--- config.mk ---
export PLATFORM = sky130hd
export DESIGN_NAME = uart_rx_buf_ctrl
export DESIGN_NICKNAME = d
export VERILOG_FILES = /design/src/rtl/uart_rx_buf_ctrl.sv
export SDC_FILE = /design/constraint.sdc
export NUM_CORES = 1
export LEC_CHECK = 0
export BUFFER_PORTS_ARGS = -buffer_cell sky130_fd_sc_hd__buf_2
export CORE_AREA = 2 2 139 141
export DETAILED_ROUTE_END_ITERATION = 7
export DIE_AREA = 0 0 141 143
export PLACE_DENSITY = 0.61
export SLEW_MARGIN = 10
export SYNTH_ARGS = -nofsm -noshare
export SYNTH_HDL_FRONTEND = slang
export SYNTH_SLANG_ARGS = --single-unit
--- constraint.sdc ---
create_clock -name clk -period 7.3 [get_ports clk]
set_clock_uncertainty 0.2 [all_clocks]
set_input_delay 1.46 -clock clk [delete_from_list [all_inputs] [get_ports clk]]
set_output_delay 1.46 -clock clk [all_outputs]
set_load 0.02 [all_outputs]
--- src/rtl/uart_rx_buf_ctrl.sv ---
// uart_rx_buf_ctrl: FWFT receive FIFO with overrun tracking, idle timeout and level interrupt.
module uart_rx_buf_ctrl #(
  parameter int DEPTH          = 16,
  parameter int TICKS_PER_CHAR = 160,
  parameter int TO_W           = 4,
  localparam int AW            = $clog2(DEPTH)
) (
  input  logic            clk,
  input  logic            rst_n,
  input  logic            rx_tick,
  input  logic            i_enable,
  input  logic            i_flush,
  input  logic            i_rx_done,
  input  logic [7:0]      i_rx_data,
  input  logic            i_rx_parity_err,
  output logic            o_rd_valid,
  input  logic            i_rd_ready,
  output logic [7:0]      o_rd_data,
  output logic            o_rd_perr,
  output logic [AW:0]     o_level,
  input  logic [AW:0]     i_thresh,
  input  logic [TO_W-1:0] i_timeout_chars,
  output logic            o_overrun,
  input  logic            i_overrun_clr,
  output logic            o_timeout,
  output logic            o_irq
);
  localparam int PW   = AW + 1;
  localparam int TC_W = $clog2(((2 ** TO_W) - 1) * TICKS_PER_CHAR + 1);

  typedef enum logic [1:0] {T_IDLE, T_COUNT, T_EXPIRED} t_state_e;

  logic [8:0]      mem_q [DEPTH];
  logic [PW-1:0]   wr_ptr_q, wr_ptr_d, rd_ptr_q, rd_ptr_d, level_d;
  logic            full, wr_en, rd_fire, ovr_set, overrun_q, irq_q, restart;
  logic [TC_W-1:0] tc_q, tc_d, tc_lim;
  t_state_e        state_q, state_d;

  assign full       = (wr_ptr_q[AW] != rd_ptr_q[AW]) && (wr_ptr_q[AW-1:0] == rd_ptr_q[AW-1:0]);
  assign o_rd_valid = wr_ptr_q != rd_ptr_q;
  assign rd_fire    = o_rd_valid & i_rd_ready & ~i_flush;
  assign wr_en      = i_rx_done & i_enable & ~i_flush & (~full | rd_fire);
  assign ovr_set    = i_rx_done & i_enable & ~i_flush & full & ~rd_fire;
  assign {o_rd_perr, o_rd_data} = mem_q[rd_ptr_q[AW-1:0]];
  assign o_level    = wr_ptr_q - rd_ptr_q;
  assign level_d    = wr_ptr_d - rd_ptr_d;
  assign o_overrun  = overrun_q;
  assign o_timeout  = state_q == T_EXPIRED;
  assign o_irq      = irq_q;
  assign restart    = i_rx_done | rd_fire;
  assign tc_lim     = TC_W'(32'(i_timeout_chars) * TICKS_PER_CHAR - 1);

  always_comb begin
    wr_ptr_d = wr_ptr_q + PW'(wr_en);
    rd_ptr_d = i_flush ? wr_ptr_q : rd_ptr_q + PW'(rd_fire);
  end

  // Any activity (frame arrival or a read) restarts the idle count.
  always_comb begin
    state_d = state_q;
    tc_d    = tc_q;
    case (state_q)
      T_IDLE: begin
        tc_d = '0;
        if (!i_flush && o_level != '0 && i_timeout_chars != '0) state_d = T_COUNT;
      end
      T_COUNT: begin
        if (i_flush || level_d == '0 || i_timeout_chars == '0) begin
          state_d = T_IDLE;
          tc_d    = '0;
        end else if (restart) begin
          tc_d = '0;
        end else if (rx_tick) begin
          state_d = (tc_q == tc_lim) ? T_EXPIRED : T_COUNT;
          tc_d    = (tc_q == tc_lim) ? '0 : tc_q + 1'b1;
        end
      end
      T_EXPIRED: begin
        if (i_flush || level_d == '0) begin
          state_d = T_IDLE;
          tc_d    = '0;
        end else if (restart) begin
          state_d = T_COUNT;
          tc_d    = '0;
        end
      end
      default: begin
        state_d = T_IDLE;
        tc_d    = '0;
      end
    endcase
  end

  always_ff @(posedge clk or negedge rst_n) begin
    if (!rst_n) begin
      mem_q <= '{default: '0};
    end else if (wr_en) begin
      mem_q[wr_ptr_q[AW-1:0]] <= {i_rx_parity_err, i_rx_data};
    end
  end

  always_ff @(posedge clk or negedge rst_n) begin
    if (!rst_n) begin
      wr_ptr_q  <= '0;
      rd_ptr_q  <= '0;
      overrun_q <= 1'b0;
      irq_q     <= 1'b0;
      state_q   <= T_IDLE;
      tc_q      <= '0;
    end else begin
      wr_ptr_q  <= wr_ptr_d;
      rd_ptr_q  <= rd_ptr_d;
      overrun_q <= ovr_set ? 1'b1 : (i_overrun_clr ? 1'b0 : overrun_q);
      irq_q     <= (i_thresh != '0 && o_level >= i_thresh) | o_timeout | overrun_q;
      state_q   <= state_d;
      tc_q      <= tc_d;
    end
  end
endmodule

== Word-level counts from Yosys, hierarchy flattened ==
Index checks and enable logic that the tools add are counted.
Storage, ports and cells
  flip-flop bits (word level): 170
  output and inout bits: 18
  word-level logic and storage cells: 101
Cells by class
  $add $sub $neg: 6
  multiply operators: 1
  $lt $le $gt $ge: 4
  equality and inequality tests: 11
  muxes and demuxes: 24
  bitwise operators: 16
  reductions and logical operators: 17
Operators with widths (count)
  144-bit bitwise mux: 1
  12-bit 2-to-1 mux: 6
  9-bit binary-select mux with 4-bit select: 1
  9-bit demux with 4-bit select: 1
  9-bit 2-to-1 mux: 3
  12-bit one-hot mux with 2 select lines: 1
  2-bit 2-to-1 mux: 7
  12-bit by 1-bit adder with 12-bit output, second input constant: 1
  12-bit equality test: 1
  12-bit by 1-bit subtractor with 12-bit output, second input constant: 1
  5-bit by 1-bit adder with 5-bit output: 2
  5-bit greater-or-equal comparator, second input constant: 2
  4-bit NOT with 5-bit output: 2
  5-bit nonzero test: 2
  5-bit subtractor: 2
  1-bit AND: 7
  4-bit by 3-bit multiplier with 7-bit output, second input constant: 1
  3-bit inequality test, second input constant: 2
  2-bit one-hot mux with 3 select lines: 1
  5-bit greater-or-equal comparator: 1
  1-bit logical AND: 5
  5-bit logical NOT: 1
  5-bit by 1-bit less-than comparator with 1-bit output, second input constant: 1
  5-bit 2-to-1 mux: 1
  19 further kinds: 26

== Longest topological paths before layout ==
Gate-level depths: netlist (run 1).
  depth in word-level cells: 12
  depth in mapped cells: 19
  depth with buffers taken out: 16

== Worst setup path after synthesis (run 1) ==
OpenSTA, ideal clock, no wires.
  path kind: input -> register
  start: in i_timeout_chars[1]
  end: reg tc_q[1]
  library setup time: 121 ps
  arrival time: 4280 ps
  required time: 6979 ps
  slack: 2699 ps
  stages: 10
  path buffers: 1
  cells stage by stage: ha_1 ha_1 fa_1 or4b_1 o31ai_1 xor2_1 or4_4 buf_6 a32oi_2 nor2_1
On the way
  cells in the longest elaborated chain, start to end: 8
  elaborated cells between the ends (all ways): 12
  those cells by class: add/sub (1); mul (1); eq/ne (2); mux (5); reduce/logical (3)
Ends and longest elaborated chain
  from (decl): line 22  | input logic [TO_W-1:0] i_timeout_chars,
  4-bit by 3-bit multiplier with 7-bit output: line 51  | assign tc_lim = TC_W'(32'(i_timeout_chars) * TICKS_PER_CHAR - 1);
  12-bit by 1-bit subtractor with 12-bit output: line 51
  12-bit equality test: line 75  | tc_d = (tc_q == tc_lim) ? '0 : tc_q + 1'b1;
  12-bit 2-to-1 mux: line 75
  12-bit 2-to-1 mux: line 73  | end else if (rx_tick) begin
  12-bit 2-to-1 mux: line 71  | end else if (restart) begin
  12-bit 2-to-1 mux: line 68  | if (i_flush || level_d == '0 || i_timeout_chars == '0) begin
  12-bit one-hot mux with 2 select lines: line 62  | case (state_q)
  to (signal assigned): line 116  | tc_q <= tc_d;
  to (decl): line 36  | logic [TC_W-1:0] tc_q, tc_d, tc_lim;
Parallel ways exist; a longest one is shown, timed or not. The select of a mux whose other input is x is not followed.
A chain may end at the register's enable or synchronous reset.

== Worst setup path in the final report (run 1) ==
  start: reg rd_ptr_q[3]
  end: reg tc_q[11]
On the way
  cells in the longest elaborated chain, start to end: 12
  elaborated cells between the ends (all ways): 23
  those cells by class: add/sub (3); eq/ne (4); mux (5); bitwise (6); reduce/logical (5)
Ends and longest elaborated chain
  from (decl): line 34  | logic [PW-1:0] wr_ptr_q, wr_ptr_d, rd_ptr_q, rd_ptr_d, level_d;
  from (signal assigned): line 112  | rd_ptr_q <= rd_ptr_d;
  5-bit inequality test or 4-bit equality test (tied branches): line 40, 39
  1-bit AND or 1-bit logical AND (tied branches): line 41, 39
  1-bit AND or 1-bit NOT (tied branches): line 41, 42
  1-bit OR: line 42  | assign wr_en = i_rx_done & i_enable & ~i_flush & (~full | rd_fire);
  1-bit AND: line 42
  5-bit by 1-bit adder with 5-bit output: line 54  | wr_ptr_d = wr_ptr_q + PW'(wr_en);
  5-bit subtractor: line 46  | assign level_d = wr_ptr_d - rd_ptr_d;
  5-bit logical NOT: line 68, 79
  1-bit logical OR: line 68, 79
  1-bit logical OR: line 68
  4-bit inequality test (no source line) or 12-bit 2-to-1 mux (tied branches)
  2-bit AND reduction (no source line) or 12-bit one-hot mux with 2 select lines (tied branches)
Parallel ways exist; a longest one is shown, timed or not.

==> run metrics, run 1 <==
postcts setup bufs=0; vias=around 5.5k; Crit. End Element=flip-flop; crit path DAT=4.76 ns; Synth Area per Inst=13.7 um^2; Final Hold Violating Endpoints=0; hold_buf cts=0; Post-synth EDFFs=0; layout cell share with drive strength beyond 1=0.418; Die H=143 um; Overflow after GRT=0; storage element area=between 0.004 and 0.005 mm^2; clock sinks=170; Yosys warnings=0; DIE AREA=0.0202 mm^2; drt pass-1 iters=4; n_diodes=0; Tcrit/Tclk final=0.641; register bit total from synthesis=170; CP max-delay cell=dfrtp_1; IO Port Bufs=43; largest net degree at the start of global routing=104; Syn Nets=slightly below 700; unrepaired setup endpoints after global routing=no; Seq/Total Area, Yosys=0.486; startpoint types=flip-flop; Antenna Nets Post-Route=0; max_cap viols=0; hold_sp=mem_q[125]$_DFFE_PN0P_; Core ar.=~0.019 mm^2; FMAX=214 MHz; slew of the pin with the lowest slew margin=approximately 0.98 ns; Starting DRT DRC Count=around 290; post-cts gate resize count=0; first-pass GRT wire length=31200 um; vias in the first global route=~5.7k; cts bufs inserted=17; Post-synth top flop=dfrtp_1; # rows=50; crit-path cells=inv_1 -> ha_1 -> and4_1 -> nand3b_1 -> nor3b_2 -> ha_1 -> ha_1 -> xor2_1 -> ha_1 -> a311oi_1 -> o2111a_1 -> nand4b_1 -> nand2_1 -> a221oi_1; Via density=5.93; Synth cell types=56; htree depth=4; drt total wl=approximately 20000 um; worst-case reg-to-reg path depth=14; R2R Setup Slk=2.62 ns; drt wl/cell=about 21 um; Slew headroom=0.348; reg2reg end=tc_q[11]$_DFFE_PN0P_; Hold Path Sink=mem_q[125]$_DFFE_PN0P_; clock-pin slew on the worst setup and hold paths=0.07 ns; VDD IR max=185 uV; Setup CP Type=flip-flop to flip-flop; fill count=1581; initial antenna violation count=0; final net count=730; fin. max-slew vios=0; worst hold path stage count=1; asr flop ratio synth=1.00; commonest non-fill, non-tap cell in the layout=dfrtp_1; CTS tree=yes; Longest Clk Path Bufs=2; # setup viols final=0; total track usage=0.204; commonest non-fill, non-tap cells in the layout=169 x dfrtp_1, 147 x mux2_2, 45 x mux4_2; Multi-input gate area=0.00429 mm^2; final RePlAce weighted congestion=0.860; Mapped Cells=641; Max stage delay on crit path=0.83 ns; root buf cell=clkbuf_16; Starting Density=0.471; non-filler cells, final=roughly 930; most used cell, CP=ha_1; leakage power=4.50 nW; final setup TNS=0 ns; DP Wirelength=12400 um; area grow syn2layout=11.8%; Die Width=141 um; outcome=finished clean; Clock Latency Late Sink=between 0.4 and 0.5 ns; placed insts=894; Critical Path RT=between 7 and 8 ns; RR Startpoint=rd_ptr_q[3]$_DFF_PN0_; Tmin final=4.68 ns; Post-Syn Area=0.00875 mm^2; Hold Crit Class=flip-flop to flip-flop; DRC viols=0; Ports=between 40 and 50; CP Max Fanout=13; power density over the cells=389 mW/mm^2
worst max-delay path, delay by kind of cell, from the launching register on:
family                     cells  cell delay, ns
buffers and inverters          1            0.18
xor gates and xnor gates       1            0.18
DFF                            1            0.83
adders and majority gates      4            1.22
and+or+nand+nor                5            1.29
AOI/OAI and AO/OA              3            0.62
worst max path at each step:
stage | start | end | slack [ns]
final | rd_ptr_q[3]$_DFF_PN0_ | tc_q[11]$_DFFE_PN0P_ | 2.62
after detailed placement | i_flush | tc_q[11]$_DFFE_PN0P_ | 2.34
after floorplan | i_timeout_chars[1] | tc_q[1]$_DFFE_PN0P_ | 2.70
after global routing | rd_ptr_q[0]$_DFF_PN0_ | tc_q[11]$_DFFE_PN0P_ | 2.23
after CTS | rd_ptr_q[3]$_DFF_PN0_ | tc_q[11]$_DFFE_PN0P_ | 2.52
after global placement | i_flush | tc_q[11]$_DFFE_PN0P_ | 2.41
synthesized netlist by cell type (3+ instances only):
library cell,n,area share
dfrtp_1,170,0.49
o211ai_1,4,0.0034
mux2_2,147,0.19
inv_1,22,0.0094
nor2_1,17,0.0073
ha_1,23,0.033
clkbuf_1,21,0.0090
mux4_2,45,0.12
nand4b_1,4,0.0040
or3_1,4,0.0029
nand2b_1,8,0.0057
nand3b_1,5,0.0043
xor2_1,7,0.0070
nand3_1,14,0.0080
and3_1,3,0.0021
xnor2_1,15,0.015
nand2_1,33,0.014
a21o_1,4,0.0034
nor3_1,5,0.0029
o21ai_0,9,0.0051
a31oi_1,5,0.0036
buf_2,5,0.0029
nor2_2,6,0.0043
nor2b_1,6,0.0043
a21oi_1,16,0.0091
layout make-up:
cell class                      instances  area share
Clock buffer                           18      0.0449
Clock inverter                         14      0.0162
Inverter                               23     0.00883
Multi-Input combinational cell        419       0.439
Sequential cell                       170       0.435
Tap cell                              234      0.0299
Timing Repair Buffer                   48      0.0265
power by group:
| part | internal, mW | switching (mW) | leakage, nW | total, mW |
|---|---|---|---|---|
| clock | 0.523 | 0.394 | 0.295 | 0.917 |
| sequential | 1.21 | 0.181 | 2.27 | 1.39 |
| combinational | 0.759 | 0.736 | 1.93 | 1.49 |
| total | 2.49 | 1.31 | 4.50 | 3.80 |
per-stage QoR:
step	utilization	setup slack, ns	instance area, um^2	power (mW)	hold slack, ns
after floorplan	-	2.70	8750	2.52	0.274
after global placement	0.494	2.41	9180	2.86	0.282
after detailed placement	0.494	2.34	9180	2.93	0.291
after CTS	0.526	2.52	9780	3.85	0.306
after global routing	0.526	2.23	9780	4.04	0.318
final	0.526	2.62	9780	3.80	0.303
layer usage:
layer  global-route usage  up-vias  wire length [um]
met4               0.0674        0               371
li1                     -     2462                 -
met5                    0        -                 0
met3               0.0288       30               754
met2                0.348      116              9730
met1                0.272     2879              8660
registers in the layout, summed over array words and instances, names as in the netlist:
register	flops
mem_q	144
tc_q	12
rd_ptr_q	5
wr_ptr_q	5
state_q	2
o_irq	1
o_overrun	1
kinds of logic after synthesis:
| kind of cell | Yosys count | synth area share |
|---|---|---|
| XOR/XNOR | 24 | 0.0272 |
| multiplexers | 192 | 0.305 |
| AND/OR/NAND/NOR | 124 | 0.0795 |
| AO/OA/AOI/OAI | 54 | 0.0410 |
| flip-flops | 170 | 0.486 |
| adder cells (fa/ha/maj) | 25 | 0.0375 |
| buffers and inverters | 52 | 0.0239 |
Power figures use the tool's default switching activity.
==> run 2: changes to the inputs <==
- clock period: 7.3 -> 4.9 ns (I/O delays scaled with it)
==> run 2 against run 1 <==
  * Hold slack improved by 0.0018 ns
  * Critical path type unchanged
  * Largest power group unchanged
  * Non-clock buffer count increased by 4
  * First-iteration DRC count decreased by 20%
  * Combinational power increased by 56%
==> run metrics, run 2 (synthesized netlist as in run 1, its figures left out) <==
outcome=finished clean; Crit. End Element=flip-flop; commonest non-fill, non-tap cell in the layout=dfrtp_1; Area after DPL=0.00923 mm^2; total track usage=0.214; DIE AREA=0.0202 mm^2; Finished Cell Area=0.00981 mm^2; max_cap viols=0; largest net degree at the start of global routing=108; Tmin final=4.21 ns; CP max-delay cell=dfrtp_1; postcts setup bufs=0; fin. max-slew vios=0; vias=5440; Starting Density=0.471; Max stage delay on crit path=0.46 ns; Die H=143 um; drt wl/cell=21.5 um; final net count=734; root buf cell=clkbuf_16; Antenna Nets Post-Route=0; # setup viols final=0; final setup TNS=0 ns; fill count=1548; drt pass-1 iters=5; Final Hold Violating Endpoints=0; unrepaired setup endpoints after global routing=no; area grow syn2layout=12.1%; post-cts gate resize count=0; Ports=44; # rows=50; CP Max Fanout=13; first-pass GRT wire length=32400 um; slew of the pin with the lowest slew margin=1.02 ns; DRC viols=0; Via density=5.86; crit-path cells=inv_2 -> ha_1 -> and4_1 -> nand3b_1 -> nor3b_2 -> ha_1 -> ha_1 -> xor2_1 -> ha_1 -> a211oi_1 -> o21bai_1 -> xnor3_1 -> nand4b_1 -> nand2_1 -> a221oi_1; vias in the first global route=between 5k and 6k; Critical Path RT=5.03 ns; cts bufs inserted=17; clock sinks=170; max reg flops=between 100 and 150; initial antenna violation count=0; Hold Crit Class=flip-flop to flip-flop; Setup CP Type=flip-flop to flip-flop; DP Wirelength=12700 um; Starting DRT DRC Count=between 200 and 250; hold_buf cts=0; layout cell share with drive strength beyond 1=0.419; biggest regs=mem_q: 144 flops, tc_q: 12 flops; clock-pin slew on the worst setup and hold paths=0.07 ns; VDD IR max=319 uV; final RePlAce weighted congestion=0.869; Overflow after GRT=0; startpoint types=flip-flop; Core ar.=0.0186 mm^2; leakage power=4.51 nW; IO Port Bufs=43; FMAX=approximately 240 MHz; Clock Latency Late Sink=0.43 ns; most used cell, CP=ha_1; Die Width=141 um; power density over the cells=583 mW/mm^2; commonest non-fill, non-tap cells in the layout=169 x dfrtp_1, 147 x mux2_2, 45 x mux4_2; CTS tree=yes; Longest Clk Path Bufs=2; crit path DAT=~4.3 ns; Largest Register=mem_q; Slew headroom=0.322; htree depth=4; Tcrit/Tclk final=0.860; n_diodes=0; drt total wl=about 20000 um
-- run 2: cell count changes in the layout (fill, tap and decap cells not counted) --
cell / delta
buf_4: +3
buf_12: +1
clkbuf_8: -1
clkinv_2: -1
inv_6: -1
inv_8: +1
-- run 2: worst paths after layout --
kind                                            start                endpoint  slack (ns)  depth (start not counted)
worst max-delay path            rd_ptr_q[2]$_DFF_PN0_    tc_q[11]$_DFFE_PN0P_        0.69                         15
worst min-delay path            mem_q[39]$_DFFE_PN0P_   mem_q[39]$_DFFE_PN0P_        0.30                          1
worst max register to register  rd_ptr_q[2]$_DFF_PN0_    tc_q[11]$_DFFE_PN0P_        0.69                         15
worst min register to register  mem_q[39]$_DFFE_PN0P_   mem_q[39]$_DFFE_PN0P_        0.30                          1
max in group asynchronous                       rst_n  mem_q[101]$_DFFE_PN0P_        3.11                          2
min in group asynchronous                       rst_n     tc_q[7]$_DFFE_PN0P_        0.47                          1
-- run 2: where the power goes --
part	leakage (nW)	total [mW]	switching, mW	internal (mW)
clock network	0.285	1.36	0.596	0.762
logic	1.95	2.33	1.18	1.15
registers	2.27	2.02	0.218	1.81
total	4.51	5.71	1.99	3.72
-- run 2: worst max-delay path: cells and delay by family (launching register included) --
family          cells  cell delay [ns]
simple gates        5             1.20
xor+xnor            2             0.32
buf+inv             1             0.07
compound gates      3             0.73
flops               1             0.46
fa+ha+maj           4             1.13
-- run 2: per-stage QoR --
step | hold slack [ns] | cells | util | setup WS [ns] | power, mW
3_5_place_dp | 0.290 | 898 | 0.496 | 0.365 | 4.40
2_1_floorplan | 0.274 | 641 | - | 0.533 | 3.75
5_1_grt | 0.317 | 928 | 0.528 | 0.393 | 6.08
4_1_cts | 0.305 | 928 | 0.528 | 0.689 | 5.77
3_3_place_gp | 0.282 | 898 | 0.496 | 0.542 | 4.29
6_report | 0.304 | 928 | 0.528 | 0.686 | 5.71
-- run 2: layout make-up --
type / count / area [um^2] / area share
inverters: 23 / 86.3 / 0.00880
clock inverters: 13 / 156 / 0.0159
flip-flops and latches: 170 / 4260 / 0.434
well taps: 234 / 293 / 0.0299
multi-input cells: 419 / 4290 / 0.437
repair buffers: 52 / 302 / 0.0307
clock buffers: 17 / 425 / 0.0434
-- run 2: layer usage --
metal / up-vias / GRT usage / part of all wire
li1: 2457 / - / -
met1: 2836 / 0.296 / 0.47
met2: 126 / 0.350 / 0.48
met3: 21 / 0.0439 / 0.031
met4: 0 / 0.0563 / 0.015
met5: - / 0 / 0
==> run 3: changes to the inputs <==
--- a/config.mk
+++ b/config.mk
@@ -11,2 +11,3 @@
 export DIE_AREA = 0 0 141 143
+export MAX_ROUTING_LAYER = met4
 export PLACE_DENSITY = 0.61
==> constraint.sdc (replaced) <==
create_clock -name clk -period 4.9 [get_ports clk]
set_clock_uncertainty 0.2 [all_clocks]
set_input_delay 0.49 -clock clk [delete_from_list [all_inputs] [get_ports clk]]
set_output_delay 0.49 -clock clk [all_outputs]
set_load 0.02 [all_outputs]
==> run 3 against run 2 <==
  * Sequential share of layout area is 0.41 points lower
  * Via count rose by 0.26%
  * Hold slack got worse by 0.26 ns
  * Critical path type unchanged
  * Critical endpoint unchanged
  * Largest cell class unchanged
  * Highest routed layer unchanged
==> run metrics, run 3 (synthesized netlist as in run 1, its figures left out) <==
reg2reg end=tc_q[11]$_DFFE_PN0P_; max reg flops=144; Tmin final=4.44 ns; Post-Place Worst Slack=0.438 ns; vias=~5.5k; fin. max-slew vios=0; CP Max Fanout=17; sw frac=0.330; Longest Clk Path Bufs=2; post-cts gate resize count=0; # rows=50; htree depth=4; Starting DRT DRC Count=around 270; DIE AREA=between 0.02 and 0.025 mm^2; Slew headroom=0.374; Clk pwr share=0.263; area grow syn2layout=13.1%; Hold Crit Class=input port to flip-flop; clock-pin slew on the worst setup and hold paths=0.07 ns; Die Width=141 um; # setup viols final=0; layout cell share with drive strength beyond 1=0.417; total track usage=0.221; CTS tree=yes; outcome=finished clean; slew of the pin with the lowest slew margin=between 0.9 and 1 ns; biggest regs=mem_q: 144 flops, tc_q: 12 flops; final setup TNS=0 ns; Seq pwr share=0.349; unrepaired setup endpoints after global routing=no; commonest non-fill, non-tap cell in the layout=dfrtp_1; n_diodes=0; Clock Latency Late Sink=0.43 ns; Net Sw Power=1.94 mW; leakage power=4.54 nW; crit path DAT=4.53 ns; IO Port Bufs=43; Critical Path Sink=tc_q[11]$_DFFE_PN0P_; Worst setup startpoint=wr_ptr_q[2]$_DFF_PN0_; post-route worst setup slack=0.456 ns; worst-case reg-to-reg path depth=13; Comb pwr share=0.388; initial antenna violation count=0; Starting Density=0.471; DRC viols=0; root buf cell=clkbuf_16; RR Startpoint=wr_ptr_q[2]$_DFF_PN0_; DP Wirelength=roughly 13000 um; Die H=roughly 140 um; Via density=5.86; power density over the cells=595 mW/mm^2; vias in the first global route=5661; final net count=734; drt wl/cell=21.3 um; drt total wl=19800 um; Crit. End Element=flip-flop; Int Power=between 3 and 4 mW; commonest non-fill, non-tap cells in the layout=169 x dfrtp_1, 147 x mux2_2, 45 x mux4_2; cts bufs inserted=17; Setup CP Type=flip-flop to flip-flop; Antenna Nets Post-Route=0; Largest Register=mem_q; final RePlAce weighted congestion=0.802; startpoint types=flip-flop; Critical Path RT=roughly 5 ns; drt pass-1 iters=4; max_cap viols=0; largest net degree at the start of global routing=~100; FMAX=225 MHz; Final Hold Violating Endpoints=0; Core ar.=roughly 0.019 mm^2; first-pass GRT wire length=32500 um; clock sinks=170; Tcrit/Tclk final=0.907; VDD IR max=298 uV; Ports=44; Overflow after GRT=0; R2R Setup Slk=0.46 ns
==> run 3: cell count changes in the layout (fill, tap and decap cells not counted), sizes merged <==
| cell | change |
|---|---|
| inv | -7 |
| clkbuf | +5 |
| bufinv | +4 |
| clkinv | -2 |
| clkinvlp | +2 |
| buf | -1 |
| dlygate4sd3 | +1 |
==> run 3: layer usage <==
layer,routed length (um),vias up,track usage,share of wire
met5,0,-,-,0
met4,375,0,0.0721,0.019
met3,910,23,0.0319,0.046
met2,9690,123,0.353,0.49
met1,8860,2834,0.294,0.45
li1,-,2474,-,-
==> run 3: worst max-delay path: stages (launching register included) <==
cell	delay, ns
dfrtp_1	0.73
ha_1	0.38
and4_1	0.24
nand3b_1	0.10
nor3b_2	0.35
ha_1	0.25
ha_1	0.33
xor2_1	0.19
ha_1	0.26
a311oi_1	0.37
o2111a_1	0.23
nand4b_1	0.16
nand2_1	0.41
a221oi_1	0.10
==> run 3: area by class of cell <==
cell class / instances / area [um^2]
fill: 1539 / 8680
inverter: 23 / 86.3
clock inverter: 10 / 211
clock buffer: 22 / 474
sequential: 170 / 4260
multi-input combinational: 419 / 4290
tap: 234 / 293
timing repair buffer: 52 / 292
==> run 3: worst min path at each step <==
stage                              start                    end  slack [ns]  depth (start not counted)
finish                     i_overrun_clr  o_overrun$_DFFE_PN0P_        0.04                          2
global route               i_overrun_clr  o_overrun$_DFFE_PN0P_        0.04                          2
CTS                        i_overrun_clr  o_overrun$_DFFE_PN0P_        0.03                          2
detailed placement  mem_q[5]$_DFFE_PN0P_   mem_q[5]$_DFFE_PN0P_        0.29                          1
global placement    mem_q[7]$_DFFE_PN0P_   mem_q[7]$_DFFE_PN0P_        0.28                          1
floorplan                          rst_n   mem_q[0]$_DFFE_PN0P_      -0.006                          0
==> run 3: per-stage QoR <==
stage	cells	utilization	area [um^2]	power (mW)	hold WS, ns
2_1_floorplan	641	-	8750	3.75	-0.00559
3_3_place_gp	897	0.495	9210	4.29	0.282
3_5_place_dp	897	0.495	9210	4.39	0.288
4_1_cts	930	0.533	9900	5.96	0.0259
5_1_grt	930	0.533	9900	6.24	0.0362
6_report	930	0.533	9900	5.89	0.0400
==> run 3: power groups by stage <==
stage	clock [mW]	combinational [mW]	sequential (mW)
after CTS	1.58	2.32	2.06
final	1.55	2.28	2.06
after floorplan	0	1.77	1.98
after detailed placement	0	2.31	2.08
after global routing	1.63	2.50	2.11
after global placement	0	2.24	2.04
==> run 3: timing repair <==
action	4_1_cts	5_1_grt
hold buffers	1	0
buffers inserted	0	0
hold endpoints to repair	3	0
